===== config.mk =====
export PLATFORM = sky130hd
export DESIGN_NAME = warp_scheduler_flat
export DESIGN_NICKNAME = d
export VERILOG_FILES = /design/src/rtl/warp_scheduler_if.sv /design/src/rtl/warp_scheduler.sv /design/src/flat_wrapper.sv
export SDC_FILE = /design/constraint.sdc
export NUM_CORES = 1
export LEC_CHECK = 0
export CAP_MARGIN = 0
export CORE_AREA = 10 10 443 445
export CTS_CLUSTER_SIZE = 8
export DETAILED_ROUTE_END_ITERATION = 6
export DIE_AREA = 0 0 453 455
export SLEW_MARGIN = 30
export SYNTH_ARGS = -nofsm -noshare
export SYNTH_HDL_FRONTEND = slang
export SYNTH_SLANG_ARGS = --single-unit
export TNS_END_PERCENT = 100

===== constraint.sdc =====
create_clock -name bus_clk -period 8.4 [get_ports bus_clk]
set_input_delay 1.26 -clock bus_clk [delete_from_list [all_inputs] [get_ports bus_clk]]
set_output_delay 1.26 -clock bus_clk [all_outputs]
set_load 0.01 [all_outputs]

===== src/rtl/warp_scheduler_if.sv =====
// FIFO-pair and kernel-lane signals between warp_scheduler (master) and its
// environment (slave: Xillybus FIFOs plus the kernel array).
interface warp_scheduler_if #(
  parameter int LANES = 32
);
  logic                  recv_rden;
  logic                  recv_empty;
  logic [31:0]           recv_data;
  logic                  recv_valid;
  logic                  send_wren;
  logic [31:0]           send_data;
  logic                  send_full;
  logic [LANES*16-1:0]   lane_in_data;
  logic [LANES-1:0]      lane_in_valid;
  logic [LANES*16-1:0]   lane_out_data;
  logic [LANES-1:0]      lane_out_valid;

  modport master (
    output recv_rden, send_wren, send_data, lane_in_data, lane_in_valid,
    input  recv_empty, recv_data, recv_valid, send_full, lane_out_data, lane_out_valid
  );

  modport slave (
    input  recv_rden, send_wren, send_data, lane_in_data, lane_in_valid,
    output recv_empty, recv_data, recv_valid, send_full, lane_out_data, lane_out_valid
  );
endinterface


===== src/rtl/warp_scheduler.sv =====
// Batches a 512-element job through LANES kernel instances: load packed words,
// fire all lanes, collect each result once, repack and drain, repeat per batch.
module warp_scheduler #(
  parameter int ELEMS   = 512,
  parameter int LANES   = 32,
  parameter int TIMEOUT = 1024
) (
  input  logic             bus_clk,
  input  logic             rst_n,
  input  logic             quiesce,
  input  logic             host_open,
  warp_scheduler_if.master bus,
  output logic [4:0]       state,
  output logic             job_done,
  output logic             err
);
  localparam int WORDS   = LANES / 2;
  localparam int BATCHES = ELEMS / LANES;
  localparam int BW      = (BATCHES > 1) ? $clog2(BATCHES) : 1;
  localparam int SW      = (WORDS > 1) ? $clog2(WORDS) : 1;
  localparam int CW      = $clog2(WORDS) + 1;
  localparam int TW      = $clog2(TIMEOUT) + 1;

  typedef enum logic [4:0] {
    S_IDLE  = 5'b00001,
    S_LOAD  = 5'b00010,
    S_ISSUE = 5'b00100,
    S_WAIT  = 5'b01000,
    S_DRAIN = 5'b10000
  } state_t;

  state_t                  st_q, st_d;
  logic [BW-1:0]           batch_q;
  logic [CW-1:0]           rd_cnt_q, wr_cnt_q, snd_cnt_q;
  logic [TW-1:0]           wait_cnt_q;
  logic [WORDS-1:0][31:0]  lane_w;
  logic [LANES-1:0][15:0]  res;
  logic [WORDS-1:0][31:0]  res_w;
  logic [LANES-1:0]        sticky;
  logic abort, rd_stb, wr_stb, load_done, last_word, last_batch;
  logic all_done, t_out, sticky_clr, cap_en;

  assign abort      = quiesce || !host_open;
  assign rd_stb     = (st_q == S_LOAD) && !bus.recv_empty && (rd_cnt_q < CW'(WORDS));
  assign wr_stb     = (st_q == S_DRAIN) && !bus.send_full;
  // Leave LOAD on the same edge that stores the last word.
  assign load_done  = (wr_cnt_q == CW'(WORDS)) ||
                      (bus.recv_valid && (wr_cnt_q == CW'(WORDS - 1)));
  assign last_word  = snd_cnt_q == CW'(WORDS - 1);
  assign last_batch = batch_q == BW'(BATCHES - 1);
  assign all_done   = &(sticky | bus.lane_out_valid);
  assign t_out      = wait_cnt_q == TW'(TIMEOUT - 1);
  assign sticky_clr = (st_q == S_IDLE) || (st_q == S_ISSUE);
  assign cap_en     = st_q == S_WAIT;

  assign state             = st_q;
  assign bus.recv_rden     = rd_stb;
  assign bus.send_wren     = wr_stb;
  assign bus.lane_in_valid = {LANES{st_q == S_ISSUE}};
  assign bus.lane_in_data  = lane_w;
  assign res_w             = res;
  assign bus.send_data     = (st_q == S_DRAIN) ? res_w[snd_cnt_q[SW-1:0]] : '0;

  always_comb begin
    st_d = st_q;
    case (st_q)
      S_IDLE:  st_d = S_LOAD;
      S_LOAD:  if (load_done) st_d = S_ISSUE;
      S_ISSUE: st_d = S_WAIT;
      S_WAIT:  if (all_done) st_d = S_DRAIN;
               else if (t_out) st_d = S_IDLE;
      S_DRAIN: if (wr_stb && last_word) st_d = last_batch ? S_IDLE : S_LOAD;
      default: st_d = S_IDLE;
    endcase
    if (abort) st_d = S_IDLE;
  end

  always_ff @(posedge bus_clk or negedge rst_n) begin
    if (!rst_n) begin
      st_q       <= S_IDLE;
      batch_q    <= '0;
      rd_cnt_q   <= '0;
      wr_cnt_q   <= '0;
      snd_cnt_q  <= '0;
      wait_cnt_q <= '0;
      lane_w     <= '0;
      job_done   <= 1'b0;
      err        <= 1'b0;
    end else begin
      st_q     <= st_d;
      job_done <= wr_stb && last_word && last_batch && !abort;
      if (st_q == S_IDLE && st_d == S_LOAD) err <= 1'b0;
      else if (st_q == S_WAIT && t_out && !all_done && !abort) err <= 1'b1;

      wait_cnt_q <= '0;
      if (st_q == S_WAIT && wait_cnt_q != TW'(TIMEOUT)) wait_cnt_q <= wait_cnt_q + TW'(1);

      if (st_q == S_IDLE || st_d == S_IDLE) begin
        batch_q   <= '0;
        rd_cnt_q  <= '0;
        wr_cnt_q  <= '0;
        snd_cnt_q <= '0;
      end else if (st_q == S_DRAIN && st_d == S_LOAD) begin
        batch_q   <= batch_q + BW'(1);
        rd_cnt_q  <= '0;
        wr_cnt_q  <= '0;
        snd_cnt_q <= '0;
      end else begin
        if (rd_stb) rd_cnt_q <= rd_cnt_q + CW'(1);
        if (st_q == S_LOAD && bus.recv_valid && wr_cnt_q != CW'(WORDS)) begin
          lane_w[wr_cnt_q[SW-1:0]] <= bus.recv_data;
          wr_cnt_q <= wr_cnt_q + CW'(1);
        end
        if (wr_stb && snd_cnt_q != CW'(WORDS)) snd_cnt_q <= snd_cnt_q + CW'(1);
      end
    end
  end

  // Per-lane capture: first valid after ISSUE wins, held levels are ignored.
  for (genvar k = 0; k < LANES; k++) begin : g_lane
    always_ff @(posedge bus_clk or negedge rst_n) begin
      if (!rst_n) begin
        sticky[k] <= 1'b0;
        res[k]    <= '0;
      end else if (sticky_clr) begin
        sticky[k] <= 1'b0;
      end else if (cap_en && bus.lane_out_valid[k] && !sticky[k]) begin
        sticky[k] <= 1'b1;
        res[k]    <= bus.lane_out_data[16*k +: 16];
      end
    end
  end
endmodule

===== src/flat_wrapper.sv =====
// flat-port wrapper written by rule: the top's interface ports become plain ports
module warp_scheduler_flat 
#(
  parameter int ELEMS   = 512,
  parameter int LANES   = 32,
  parameter int TIMEOUT = 1024
)
  (bus_clk, rst_n, quiesce, host_open, state, job_done, err, bus_recv_rden, bus_send_wren, bus_send_data, bus_lane_in_data, bus_lane_in_valid, bus_recv_empty, bus_recv_data, bus_recv_valid, bus_send_full, bus_lane_out_data, bus_lane_out_valid);
  warp_scheduler_if #(.LANES(LANES)) bus_i ();
  input  logic bus_clk;
  input  logic rst_n;
  input  logic quiesce;
  input  logic host_open;
  output logic [4:0] state;
  output logic job_done;
  output logic err;
  output wire logic [$bits(bus_i.recv_rden)-1:0] bus_recv_rden;
  output wire logic [$bits(bus_i.send_wren)-1:0] bus_send_wren;
  output wire logic [$bits(bus_i.send_data)-1:0] bus_send_data;
  output wire logic [$bits(bus_i.lane_in_data)-1:0] bus_lane_in_data;
  output wire logic [$bits(bus_i.lane_in_valid)-1:0] bus_lane_in_valid;
  input wire logic [$bits(bus_i.recv_empty)-1:0] bus_recv_empty;
  input wire logic [$bits(bus_i.recv_data)-1:0] bus_recv_data;
  input wire logic [$bits(bus_i.recv_valid)-1:0] bus_recv_valid;
  input wire logic [$bits(bus_i.send_full)-1:0] bus_send_full;
  input wire logic [$bits(bus_i.lane_out_data)-1:0] bus_lane_out_data;
  input wire logic [$bits(bus_i.lane_out_valid)-1:0] bus_lane_out_valid;
  assign bus_recv_rden = bus_i.recv_rden;
  assign bus_send_wren = bus_i.send_wren;
  assign bus_send_data = bus_i.send_data;
  assign bus_lane_in_data = bus_i.lane_in_data;
  assign bus_lane_in_valid = bus_i.lane_in_valid;
  assign bus_i.recv_empty = bus_recv_empty;
  assign bus_i.recv_data = bus_recv_data;
  assign bus_i.recv_valid = bus_recv_valid;
  assign bus_i.send_full = bus_send_full;
  assign bus_i.lane_out_data = bus_lane_out_data;
  assign bus_i.lane_out_valid = bus_lane_out_valid;
  warp_scheduler #(.ELEMS(ELEMS), .LANES(LANES), .TIMEOUT(TIMEOUT)) u_core (.bus_clk(bus_clk), .rst_n(rst_n), .quiesce(quiesce), .host_open(host_open), .bus(bus_i), .state(state), .job_done(job_done), .err(err));
endmodule

### After elaboration in Yosys (flattened, before gate mapping)

Cells that the tools add are included.
Widths: inputs -> output; s select.

| word-level totals | value |
|---|---|
| logic and storage cells | 400 |
| register bits | 1093 |
| input bits | 583 |

| cells by class | value |
|---|---|
| magnitude comparators | 4 |
| add/subtract/negate cells | 5 |
| multiplexer cells | 91 |
| bitwise operators | 4 |
| reductions and logical operators | 193 |
| eq/ne operators | 15 |

Operator list:

| cell | number |
|---|---|
| $bwmux 512 | 1 |
| $bmux 32 s4 | 1 |
| $demux 32 s4 | 1 |
| $mux 32 | 3 |
| $logic_and 1x1->1 | 81 |
| $mux 5 | 14 |
| $reduce_bool 2->1 | 34 |
| $mux 1 | 66 |
| $reduce_and 2->1 | 32 |
| $logic_not 1->1 | 37 |
| $or 32x32->32 | 1 |
| $reduce_and 32->1 | 1 |
| $pmux 5 s5 | 1 |
| $add 5x1->5 const B | 3 |
| $eq 5x4->1 const B | 3 |
| $add 11x1->11 const B | 1 |
| $eq 11x10->1 const B | 1 |
| $mux 11 | 1 |
| $ne 11x11->1 const B | 1 |
| $eq 5x1->1 const B | 2 |
| $eq 5x2->1 const B | 2 |
| $eq 5x5->1 const B | 2 |
| $lt 4x5->1 const B | 2 |
| $ne 5x5->1 const B | 2 |
| other kinds (11) | 19 |

### Logic depth before layout (Yosys ltp)

Gate-level depths: netlist of run 1.

| depth | value |
|---|---|
| depth after elaboration | 10 |
| depth in mapped cells | 10 |
| mapped depth without buffers | 8 |

### Least setup slack after synthesis of run 1

OpenSTA, ideal clock, no wires.

| timing | value |
|---|---|
| path type | flip-flop to output port |
| start point | register u_core.st_q[4] (netlist: u_core.state[4]) |
| end point | output port bus_lane_in_valid[10] |
| stages on the path, launching flop included | 4 |
| buffers on the path | 1 |
| arrival | 3.733 ns |
| path slack | 3.407 ns |
| path through | dfrtp_1 nor2_1 nor4bb_1 buf_4 |

| on the way | value |
|---|---|
| word-level cells in the longest chain between the ends | 1 |

RTL lines:

| item | RTL line | source |
|---|---|---|
| start: declaration | warp_scheduler.sv:32 | `state_t st_q, st_d;` |
| start signal: assignment | warp_scheduler.sv:90 | `st_q <= st_d;` |
| $eq 5x3->1 | warp_scheduler.sv:59 | `assign bus.lane_in_valid = {LANES{st_q == S_ISSUE}};` |
| end: declaration | flat_wrapper.sv:21 | `output wire logic [$bits(bus_i.lane_in_valid)-1:0] bus_lane_in_valid;` |

Every way passes these cells.

### Final worst setup path of run 1

| timing | value |
|---|---|
| start point | register u_core.snd_cnt_q[1] |
| end point | output port bus_send_data[21] |

| on the way | value |
|---|---|
| word-level cells in the longest chain between the ends | 3 |

RTL lines:

| item | RTL line | source |
|---|---|---|
| start: declaration | warp_scheduler.sv:34 | `logic [CW-1:0] rd_cnt_q, wr_cnt_q, snd_cnt_q;` |
| start signal: assignment | warp_scheduler.sv:114 | `if (wr_stb && snd_cnt_q != CW'(WORDS)) snd_cnt_q <= snd_cnt_q + CW'(1);` |
| $bmux 32 s4 | warp_scheduler.sv:62 | `assign bus.send_data = (st_q == S_DRAIN) ? res_w[snd_cnt_q[SW-1:0]] : '0;` |
| $mux 32 (not written as such) | warp_scheduler.sv:62 |  |
| $mux 32 | warp_scheduler.sv:62 |  |
| end: declaration | flat_wrapper.sv:19 | `output wire logic [$bits(bus_i.send_data)-1:0] bus_send_data;` |

Every way passes these cells. The select of a mux whose other input is x is not followed.

==> metrics list, run 1 <==
- Run status: completed
- Entering global routing, the biggest net connects 172 pins.
- Final global-route overflow total: 0
- Clock tree from TritonCTS: yes
- In the final routed layout, each cell accounts on average for 29.47 um.
- Global placer's final weighted congestion: 0.9223
- H-tree depth: 4
- Dividing the final minimum period by the clock period gives 65.09%.
- Floorplan die height: 455 um
* Number of instances resized during post-cts repair: 0
- Count of final hold-check violations: 0
* Buffers plus inverters on the worst setup path: 3
- In this run the worst path has a maximum fanout of 51.
- The first global-routing pass estimated 266.5 mm of wire.
- Summed over all cells, the static leakage comes to 29.48 nW.
- In this run, synthesis produced a sequential element count of 1093.
- After clock tree synthesis, the clock-pin slew on the worst setup and hold paths is 0.05 ns.
- Slew of the pin with the lowest slew margin: 1.022 ns
- Of all flip-flops after synthesis, the portion carrying an async set or reset was 100.0%.
- Number of warnings issued by yosys: 0
* Die area: 206100 um^2
* Finished Layout Cells: 6605
* Cell area after placement: 60310 um^2
- Required time reported for the critical path endpoint: 7.14 ns
* Max Freq: 182.9 MHz
* Crit Path Class: flop to output pin
- In this run the horizontal extent of the chip is 453 um.
- Count of final setup violators: 0
* Commonest register cell after synthesis: sky130_fd_sc_hd__dfrtp_1
- Max_cap viols: 0
* Share of post-route cells with drive strength above 1: 36.64%
* Cell count after synthesis: 2851
* Sink count of the clock tree: 1093
* Via count of the first global-routing pass: 32140
- Count of unique library cells instantiated by Yosys: 49
- Compared with the post-synthesis result, the final layout area differs by 41.28%.
* Insertion delay of the later-clocked pin in the worst-skew pair: 0.80 ns
- The slowest stage of the critical path belongs to the cell sky130_fd_sc_hd__dfrtp_4.
- The number of antenna violations at the first check in global routing was 47.
* Initial detailed-routing violation count: 1861
- In this run the most critical hold path is launched from u_core.bus.lane_in_data[483].
- The floorplan step defined a core boundary enclosing 187200 um^2.
* Number of filler instances in the final layout: 18110
- Effective utilization at floorplan: 24.48%
* Via count: 30460
- Yosys mapped a number of flops with a built-in enable equal to 0.
- In this run, placement finished with an instance count of 6386.
- STA classifies the critical path endpoint as an output pin.
- Largest stage delay, worst path: 0.74 ns
* Residual DRC: 0
* Count of boundary I/O pins: 1168
- Startpoint of the worst register-to-register path: u_core.state[3]
- Worst clock skew: 0.04144 ns
- Final antenna-violating net count: 0
- Among the stages of the critical path, the cell type that occurs most often is sky130_fd_sc_hd__mux4_2.
- Setup repair after global routing left no endpoint under its margin.
* HP Class: flop to flop
- The root buffer cell chosen for the clock tree is sky130_fd_sc_hd__clkbuf_16.
* Final period demand of the worst path: 5.468 ns
- Net count of the finished layout: 4646
* Final HPWL from detailed placement: 148.2 mm
* Maximum count of clock buffers along a single path: 3
* First-pass detailed-route iteration total: 5
* Series of cell instances along the critical path: buf_16, buf_4, mux4_2, mux4_2, and2_1, clkdlybuf4s50_1
- After synthesis, flip-flops and latches occupy 59.68% of the total area.
- Final instance area: 64750 um^2
* VDD IR max: 151.9 uV
* Timing startpoint of the critical path: u_core.snd_cnt_q[1]
* Average via count per standard cell: 4.612
- Kind of launch point of the worst setup path: flop
- Total negative slack for setup checks: 0 ns
- Once the clock tree was built, the setup fixing pass inserted 0 buffers.
- The mapped netlist covers 45830 um^2.
- Total count of max-transition violations in the final report: 0
* Core Util, Final: 34.59%
- Averaged over all synthesized cells, the footprint is 16.08 um^2.
* Worst-case headroom to the max-slew limit: 31.63%
- Kind of cell with the highest combined delay on the critical path: buffers and inverters
- Aggregate global-route resource usage: 18.18%
- Buffers inserted to repair hold after CTS numbered 0.
* Number of rows created at floorplan: 159
* Total power draw: 11.69 mW
- Buffers on Ports: 1167
* Inserted Clock Buffers: 157
- Data on the critical path arrives at its endpoint at 4.21 ns.
- The number of nets handed over by synthesis was 3446.
- Total wire length: 194.7 mm
- Power spread over the standard cell area amounts to 180.6 nW/um^2.
## worst register-to-register path: cells and delay by family (launching register included)
family | cells | cell delay (ns)
multiplexers | 1 | 0.44
buffers and inverters | 1 | 0.37
AND/OR/NAND/NOR | 4 | 1.88
flip-flops | 1 | 0.50
## final timing paths
| path | slack [ns] | endpoint | cells after the start |
|---|---|---|---|
| worst max-delay path | 2.93 | bus_send_data[21] | 6 |
| worst min-delay path | 0.49 | u_core.bus.lane_in_data[483] | 1 |
| worst max register to register | 5.09 | u_core.bus.lane_in_data[28] | 6 |
| worst min register to register | 0.49 | u_core.bus.lane_in_data[483] | 1 |
| max in group asynchronous | 5.90 | u_core.bus.lane_in_data[31] | 3 |
| min in group asynchronous | 0.50 | u_core.bus.lane_in_data[111] | 1 |
## metal layers
layer / vias to the layer above / global-route usage (%) / part of all wire (%) / routed length (um)
met4: 24 / 6.727 / 3.2 / 6141
met1: 16250 / 21.58 / 39 / 76180
met5: - / 0 / 0.094 / 182
met3: 289 / 4.987 / 6.9 / 13390
li1: 12750 / - / - / -
met2: 1146 / 31.34 / 51 / 98760
## Yosys cell counts, drive strengths merged (4+ instances only)
cell type / instances / area (um^2)
nand2: 63 / 236.5
mux2i: 4 / 40.04
nor4: 17 / 136.4
nor4b: 13 / 128.9
xnor2: 7 / 61.31
clkbuf: 70 / 262.8
nand3: 11 / 55.05
or2: 4 / 25.02
a21boi: 33 / 247.7
nor2: 53 / 198.9
mux2: 1024 / 11530
o22ai: 16 / 100.1
dfrtp: 1092 / 27330
a21oi: 4 / 20.02
xor2: 15 / 131.4
nand2b: 4 / 25.02
nor3: 8 / 45.04
and3: 6 / 37.54
inv: 44 / 165.2
buf: 130 / 859.6
mux4: 160 / 3603
and2: 33 / 206.5
ha: 12 / 150.1
## logic make-up after synthesis
family / after synthesis / share of synthesized area (%)
flip-flops: 1093 / 59.68
XOR/XNOR: 22 / 0.4204
buffers and inverters: 244 / 2.809
AO/OA/AOI/OAI: 65 / 0.9964
AND/OR/NAND/NOR: 227 / 2.659
multiplexers: 1188 / 33.11
adder cells (fa/ha/maj): 12 / 0.3276
## stage by stage
step	hold slack (ns)	setup slack (ns)
global placement	0.4738	3.613
detailed placement	0.4808	3.744
finish	0.4876	2.932
floorplan	0.4547	3.407
global route	0.4997	2.783
CTS	0.4614	2.870
## where the power goes
group | leakage [nW] | internal [mW] | switching, mW
registers | 15.3 | 5.29 | 0.00994
logic | 12.1 | 0.294 | 0.286
clock network | 2.12 | 3.41 | 2.41
total | 29.5 | 8.99 | 2.70
## placed cells by master, fill, tap and decap left out, drive strengths merged, types with 3 or more instances in the layout
cell           instances
ha                    12
nor3                   8
mux4                 160
a21oi                  4
buf                   80
nor2                  53
nor4                  17
inv                   50
a21boi                33
xor2                  15
nand2                 63
nor4b                 13
nand3                 11
clkbuf               174
clkinv                10
nand4                  3
o22ai                 16
mux2                1024
xnor2                  7
nand2b                 4
or3                    3
diode                 27
clkdlybuf4s50       1161
dfrtp               1092
and3                   6
and2                  33
or2                    4
mux2i                  4
o21ai                  3
## registers in the layout (all words and copies together), names as in the netlist
register	count
u_core.wait_cnt_q	11
u_core.sticky	32
u_core.snd_cnt_q	5
u_core.wr_cnt_q	5
u_core.bus.lane_in_data	512
u_core.state	5
u_core.res	512
u_core.rd_cnt_q	5
u_core.job_done	1
u_core.err	1
u_core.batch_q	4
## layout make-up
type,instances,area (um^2),area share [%]
inverters,44,165.2,0.2551
repair buffers,1241,12340,19.06
flip-flops and latches,1093,27360,42.26
diodes,27,67.56,0.1043
well taps,2495,3122,4.821
multi-input cells,1514,17350,26.79
clock buffers,174,4074,6.291
clock inverters,17,277.8,0.4290
Note: power is estimated with default switching activity, not from simulation.
==> run 2: changes to the inputs <==
Settings changed: CORE_AREA 10 10 443 445 to 10 10 448 450, DIE_AREA 0 0 453 455 to 0 0 458 460.
Clock period 8.4 ns to 5.7 ns, I/O delays scaled along.
==> metrics list, run 2 (synthesized netlist as in run 1, its figures left out) <==
- Slew of the pin with the lowest slew margin: 0.9877 ns (-0.03472 ns)
- The aggregate routed wire length is 188.2 mm (-3.3%).
- Walking the worst path, the cells encountered are buf_4, mux4_2, mux4_2, and2_1, clkdlybuf4s50_1.
* Global placer's final weighted congestion: 0.8760 (-5.0%)
- Syn-to-layout area delta: 41.82%
* Average via count per standard cell: 4.589 (-0.49%)
- The count of pins over their slew limit came to 0 (unchanged).
* Share of post-route cells with drive strength above 1: 37.34% (+0.70 points)
* Power Density: 266.0 nW/um^2 (+47%)
- The static power due to leakage was 29.66 nW (+0.60%).
- Placeable core region: 191600 um^2 (+2.3%)
* Sw Pwr: 3.893 mW (+44%)
- Clock tree root driver cell: sky130_fd_sc_hd__clkbuf_16
- Maximum count of clock buffers along a single path: 3 (unchanged)
- CP max FO: 28 (-45%)
- The violation count after the first detailed-routing iteration was 1973 (+6.0%).
- The detailed-route wire length per cell was 28.29 um (-4.0%).
* Count of final setup violators: 0 (unchanged)
* Worst clock skew: 0.02589 ns (-0.01556 ns)
* Worst-case headroom to the max-slew limit: 33.95% (+2.3 points)
- Crit-path slowest cell: sky130_fd_sc_hd__dfrtp_4
* Buffers on Ports: 1167 (unchanged)
* Total negative slack for setup checks: 0 ns (unchanged)
- The hold violation total from the final report was 0 (unchanged).
- Worst hold slack: 0.4850 ns (-0.002635 ns)
- Setup repair after global routing left no endpoint under its margin.
- The number of rows in the core area came to 161 (+1.3%).
* Fraction of the cycle the final worst path needs: 85.58%
- Part of the total power dissipated in the clock network: 49.8% (about the same)
- The detailed-placement wirelength estimate is 144.0 mm (-2.8%).
* Cell internal power dissipation: 13.40 mW (+49%)
- Crit. End Element: output pin
- The data arrival time of the critical path came to 4.02 ns (-0.19 ns).
* Effective utilization at floorplan: 23.92% (-0.56 points)
- Hold Startpoint: u_core.bus.lane_in_data[484]
- The worst setup path is launched from a flop.
- Flop pwr share: 45.2% (about the same)
- Residual DRC: 0 (unchanged)
- Buffers plus inverters on the worst setup path: 2 (-1)
- Via count of the first global-routing pass: 32960 (+2.6%)
- Timing startpoint of the critical path: u_core.snd_cnt_q[0]
- Kind of cell with the highest combined delay on the critical path: multiplexers
- Number of antenna violations at the first check in global routing: 37 (-21%)
* First-pass detailed-route iteration total: 5 (unchanged)
- Finished Layout Cells: 6652 (+0.71%)
- The global-route wire length before repair was 261.9 mm (-1.7%).
- The peak supply drop came to 220.4 uV (+45%).
- Counting stages on the worst path, the most repeated cell is sky130_fd_sc_hd__mux4_2.
* Required time reported for the critical path endpoint: 4.85 ns (-2.29 ns)
- The remaining global-route overflow was 0 (unchanged).
* HP Class: flop to flop
- TritonCTS built the clock tree.
- The proportion of total power due to net switching was 22.52% (-0.60 points).
- The clock insertion delay at the later pin of the skew report is 0.81 ns (about the same).
- Inserted Clock Buffers: 157 (unchanged)
* Floorplan die height: 460 um (+1.1%)
* Final period demand of the worst path: 4.878 ns
- In this run the critical register-to-register path is launched from u_core.state[3].
* Max Freq: 205.0 MHz
* Die area: 210700 um^2 (+2.2%)
- In the layout the commonest cells are sky130_fd_sc_hd__clkdlybuf4s50_1, sky130_fd_sc_hd__dfrtp_1, sky130_fd_sc_hd__mux2_2, sky130_fd_sc_hd__clkbuf_16, sky130_fd_sc_hd__mux4_2.
- The library cell used most frequently in the layout, excluding fill and tap cells, is sky130_fd_sc_hd__clkdlybuf4s50_1.
* Net count of the finished layout: 4672 (+0.56%)
- Final antenna-violating net count: 0 (unchanged)
- The number of vias after detailed routing is 30530 (+0.22%).
- The total I/O pin count was 1168 (unchanged).
- Clock transition at the registers of the reported paths: 0.05 ns (about the same)
- Crit Path Class: flop to output pin
* Combinational Power Share: 5.1% (about the same)
- H-tree depth: 4 (unchanged)
- Total placed cells including tap cells: 6443 (+0.89%)
- The horizontal extent of the die was 458 um (+1.1%).
* Largest net degree at the start of global routing: 153 (-11%)
- The largest incremental delay on the critical path came to 0.84 ns (+0.10 ns).
* Sink count of the clock tree: 1093 (unchanged)
- The number of setup buffers added after CTS came to 0 (unchanged).
* Max_cap viols: 0 (unchanged)
* Aggregate global-route resource usage: 17.27% (-0.91 points)
- Run status: completed
-- run 2: changes by cell type in the layout (fill, tap and decap cells not counted), sizes merged --
cell	before	now
inv	50	49
clkdlybuf4s50	1161	1153
diode	27	18
clkinv	10	8
clkinvlp	1	0
dlygate4sd3	0	1
buf	80	113
bufinv	0	2
clkbuf	174	175
-- run 2: power groups by stage --
stage               Clock (mW)  Sequential (mW)  Combinational, mW
finish                    8.60             7.81              0.874
global route              9.15             7.80              0.933
CTS                       8.83             7.81              0.895
detailed placement           0             7.94              0.891
global placement             0             7.94              0.893
floorplan                    0             7.95             0.0820
-- run 2: area by class of cell --
| type | instances | area, um^2 |
|---|---|---|
| diodes | 18 | 45.04 |
| clock buffers | 175 | 4143 |
| clock inverters | 15 | 236.5 |
| fillers | 18650 | 126600 |
| inverters | 44 | 165.2 |
| multi-input cells | 1514 | 17380 |
| flip-flops and latches | 1093 | 27370 |
| well taps | 2526 | 3161 |
| repair buffers | 1267 | 12510 |
-- run 2: worst register-to-register path, delay by kind of cell, from the launching register on --
kind                   cells  cell delay [ns]
buffers and inverters      1             0.43
multiplexers               1             0.37
AND/OR/NAND/NOR            4             1.82
flip-flops                 1             0.50
-- run 2: path summary, 6_finish.rpt --
kind | endpoint | cells after the start | slack (ns)
max | bus_send_data[27] | 5 | 0.82
max in group asynchronous | u_core.bus.lane_in_data[432] | 4 | 3.58
max reg2reg | u_core.bus.lane_in_data[483] | 6 | 2.45
min in group asynchronous | u_core.bus.lane_in_data[479] | 2 | 0.61
min | u_core.bus.lane_in_data[484] | 1 | 0.48
min reg2reg | u_core.bus.lane_in_data[484] | 1 | 0.48
-- run 2: metrics by stage --
| step | worst slack, ns | area (um^2) | total power, mW | util [%] |
|---|---|---|---|---|
| CTS | 0.6626 | 64960 | 17.53 | 33.91 |
| global placement | 1.572 | 60550 | 8.829 | 31.61 |
| detailed placement | 1.569 | 60570 | 8.828 | 31.62 |
| global route | 0.5899 | 64990 | 17.89 | 33.93 |
| floorplan | 1.112 | 45830 | 8.027 | - |
| finish | 0.8219 | 65000 | 17.29 | 33.93 |
-- run 2: metal layers --
layer  part of all wire [%]  vias to the layer above  global-route usage, %
met3                    7.6                      263                  5.394
met2                     48                     1297                  28.28
met4                    3.0                       20                  6.633
met1                     41                    16150                  21.22
met5                  0.081                        -                      0
li1                       -                    12800                      -
-- run 2: repair_timing --
action | CTS | global route
hold buffers | 1 | 0
gates resized for setup | 0 | 0
endpoints found under the hold margin | 1 | 0
setup endpoints to repair | 0 | 0
==> run 3: changes to the inputs <==
Clock period 5.7 ns to 5 ns, I/O delays scaled along.
==> metrics list, run 3 (synthesized netlist as in run 1, its figures left out) <==
- The flow ran to the end, and the final reports show no timing, DRC or antenna violations.
* Floorplan die height: 460 um (unchanged)
- The static power due to leakage came to 29.72 nW (+0.21%).
- Required time reported for the critical path endpoint: 4.25 ns (-0.60 ns)
- The count of unresolved DRC violations after routing came to 0 (unchanged).
- Total placed cells including tap cells: 6441 (-0.031%)
- The final-layout setup total negative slack is 0 ns (unchanged).
- The clock insertion delay at the later pin of the skew report came to 0.79 ns (-0.02 ns).
- The number of vias after detailed routing came to 30630 (+0.32%).
- The violation count after the first detailed-routing iteration came to 1992 (+0.96%).
* Startpoint of the worst register-to-register path: u_core.snd_cnt_q[1]
- The buffer depth of the longest clock path was 3 (unchanged).
- Crit. End Element: output pin
- Final global-route overflow total: 0 (unchanged)
- Count of final hold-check violations: 0 (unchanged)
- The peak supply drop came to 231.9 uV (+5.2%).
* Clock tree from TritonCTS: yes
* Effective utilization at floorplan: 23.92% (unchanged)
- Data arrival time at the worst-slack endpoint: 3.96 ns (-0.06 ns)
* Worst clock skew: 0.03200 ns (+0.006117 ns)
- By instance count, the cell type seen most on the critical path is sky130_fd_sc_hd__mux4_2.
- The number of fill cells is 18690 (+0.23%).
* CP max FO: 49 (+75%)
- The fraction of final layout cells sized beyond drive strength 1 is 37.12% (-0.22 points).
- Slew of the pin with the lowest slew margin: 1.028 ns (+0.04046 ns)
* Buffers on Ports: 1167 (unchanged)
- Final HPWL from detailed placement: 145.2 mm (+0.78%)
- Placeable core region: 191600 um^2 (unchanged)
- The least setup slack across all paths after layout came to 0.2896 ns (-0.5323 ns).
- Via count of the first global-routing pass: 33130 (+0.51%)
- Worst reg2reg endpoint: u_core.rd_cnt_q[4]
- The global-route total usage across every layer was 17.33% (+0.061 points).
- Worst-case headroom to the max-slew limit: 30.49% (-3.5 points)
- Setup repair after global routing left no endpoint under its margin.
* First-pass GRT wire length: 263.2 mm (+0.48%)
- Die area: 210700 um^2 (unchanged)
- The total placed instance area was 60550 um^2 (about the same).
* Final antenna-violating net count: 0 (unchanged)
* Total count of max-transition violations in the final report: 0 (unchanged)
- The post-route non-filler standard cell count came to 6652 (unchanged).
* Max_cap viols: 0 (unchanged)
- On the critical path, the stage with the largest delay is an instance of sky130_fd_sc_hd__dfrtp_4.
* DP Worst Slack: 1.033 ns (-0.5358 ns)
- Net count of the finished layout: 4674 (+0.043%)
* Count of cells along the worst register-to-register path: 8 (+2)
- Kind of launch point of the worst setup path: flop
- Sink count of the clock tree: 1093 (unchanged)
- The tightest min-delay check is of the primary input to asynchronous set/reset pin type.
- Largest net degree at the start of global routing: 119 (-22%)
- Clock tree synthesis selected as its root buffer the cell sky130_fd_sc_hd__clkbuf_16.
- Number of instances resized during post-cts repair: 0 (unchanged)
- Most common cell after layout, fill and taps aside: sky130_fd_sc_hd__clkdlybuf4s50_1
- The area growth from synthesis to layout is 41.96% (about the same).
* Power Density: 303.3 nW/um^2 (+14%)
* Max Freq: 212.3 MHz
* Crit Path Class: flop to output pin
- Buffers plus inverters on the worst setup path: 2 (unchanged)
- Inserted Clock Buffers: 158 (+0.64%)
- The H-tree depth was 4 (unchanged).
- Number of antenna violations at the first check in global routing: 31 (-16%)
* Worst hold slack: 0.4640 ns (-0.02098 ns)
- The top cell types in the final layout, fill and taps aside, are sky130_fd_sc_hd__clkdlybuf4s50_1, sky130_fd_sc_hd__dfrtp_1, sky130_fd_sc_hd__mux2_2, sky130_fd_sc_hd__mux4_2, sky130_fd_sc_hd__clkbuf_16.
- The total setup violations reported at the end of the flow is 0 (unchanged).
- Final period demand of the worst path: 4.710 ns
- Average via count per standard cell: 4.604 (+0.32%)
- On the critical path the largest part of the delay comes from multiplexers.
* Series of cell instances along the critical path: buf_12, mux4_2, mux4_2, and2_1, clkdlybuf4s50_1
* Number of rows created at floorplan: 161 (unchanged)
* Die extent in x: 458 um (unchanged)
* Global placer's final weighted congestion: 0.8822 (+0.71%)
- The setup slack of the worst register-to-register path was 1.52 ns (-0.93 ns).
- Largest stage delay, worst path: 0.79 ns (-0.05 ns)
* Final instance area: 65060 um^2 (about the same)
- The total I/O pin count is 1168 (unchanged).
- The detailed-route wire length per cell was 28.46 um (+0.59%).
* Total wire length: 189.3 mm (+0.59%)
- The final critical path takes up 94.21% of the cycle.
- Clock transition at the registers of the reported paths: 0.05 ns (about the same)
- First-pass detailed-route iteration total: 5 (unchanged)
-- run 3: cell types whose count changed in the layout (fill, tap and decap cells not counted), sizes merged --
cell | previous run | this run
buf | 113 | 110
diode | 18 | 12
clkbuf | 175 | 178
bufinv | 2 | 3
clkinvlp | 0 | 1
clkdlybuf4s50 | 1153 | 1157
-- run 3: worst reg2reg max path, stage by stage (launching register included) --
cell and delay, ns:
sky130_fd_sc_hd__dfrtp_4 0.89, sky130_fd_sc_hd__buf_4 0.35, sky130_fd_sc_hd__ha_1 0.20, sky130_fd_sc_hd__and3_1 0.17, sky130_fd_sc_hd__ha_1 0.14, sky130_fd_sc_hd__nand2b_1 0.08
sky130_fd_sc_hd__nor4b_1 0.85, sky130_fd_sc_hd__a21oi_2 0.39, sky130_fd_sc_hd__nor4b_1 0.25
-- run 3: repair_timing --
action,4_1_cts,5_1_grt
hold buffers,1,0
endpoints found under the hold margin,15,0
buffers inserted,0,0
-- run 3: final cells by class --
| type | count | area [um^2] | area share [%] |
|---|---|---|---|
| clock inverter | 17 | 290.3 | 0.4462 |
| timing repair buffer | 1268 | 12570 | 19.32 |
| tap | 2526 | 3161 | 4.858 |
| inverter | 44 | 165.2 | 0.2538 |
| multi-input combinational | 1514 | 17380 | 26.71 |
| antenna | 12 | 30.03 | 0.04615 |
| clock buffer | 178 | 4101 | 6.304 |
| sequential | 1093 | 27370 | 42.06 |
-- run 3: power breakdown --
part	total, mW	leakage [nW]	internal, mW	switching, mW
sequential	8.91	15.3	8.89	0.0176
clock	9.82	2.14	5.88	3.93
combinational	1.01	12.3	0.503	0.505
-- run 3: worst max path at each step --
stage                                   start                    end  slack, ns  cells past startpoint
final                     u_core.snd_cnt_q[0]      bus_send_data[31]       0.29                      5
after global routing      u_core.snd_cnt_q[0]      bus_send_data[31]       0.09                      5
after CTS                 u_core.snd_cnt_q[0]      bus_send_data[31]       0.11                      5
after detailed placement  u_core.snd_cnt_q[0]      bus_send_data[31]       1.03                      5
after global placement    u_core.snd_cnt_q[0]      bus_send_data[31]       1.07                      5
after floorplan               u_core.state[4]  bus_lane_in_valid[10]       0.52                      3
-- run 3: per-layer routing --
metal | vias to the layer above | routed length (um) | GRT usage (%)
li1 | 12760 | - | -
met1 | 16350 | 78990 | 21.49
met2 | 1233 | 90290 | 28.49
met3 | 273 | 13620 | 5.062
met4 | 20 | 6289 | 6.496
met5 | - | 134 | 0
-- run 3: per-stage QoR --
step / power, mW / util [%]
after floorplan: 9.151 / -
after global placement: 10.08 / 31.60
after detailed placement: 10.07 / 31.61
after CTS: 20.04 / 33.91
after global routing: 20.41 / 33.96
final: 19.73 / 33.96
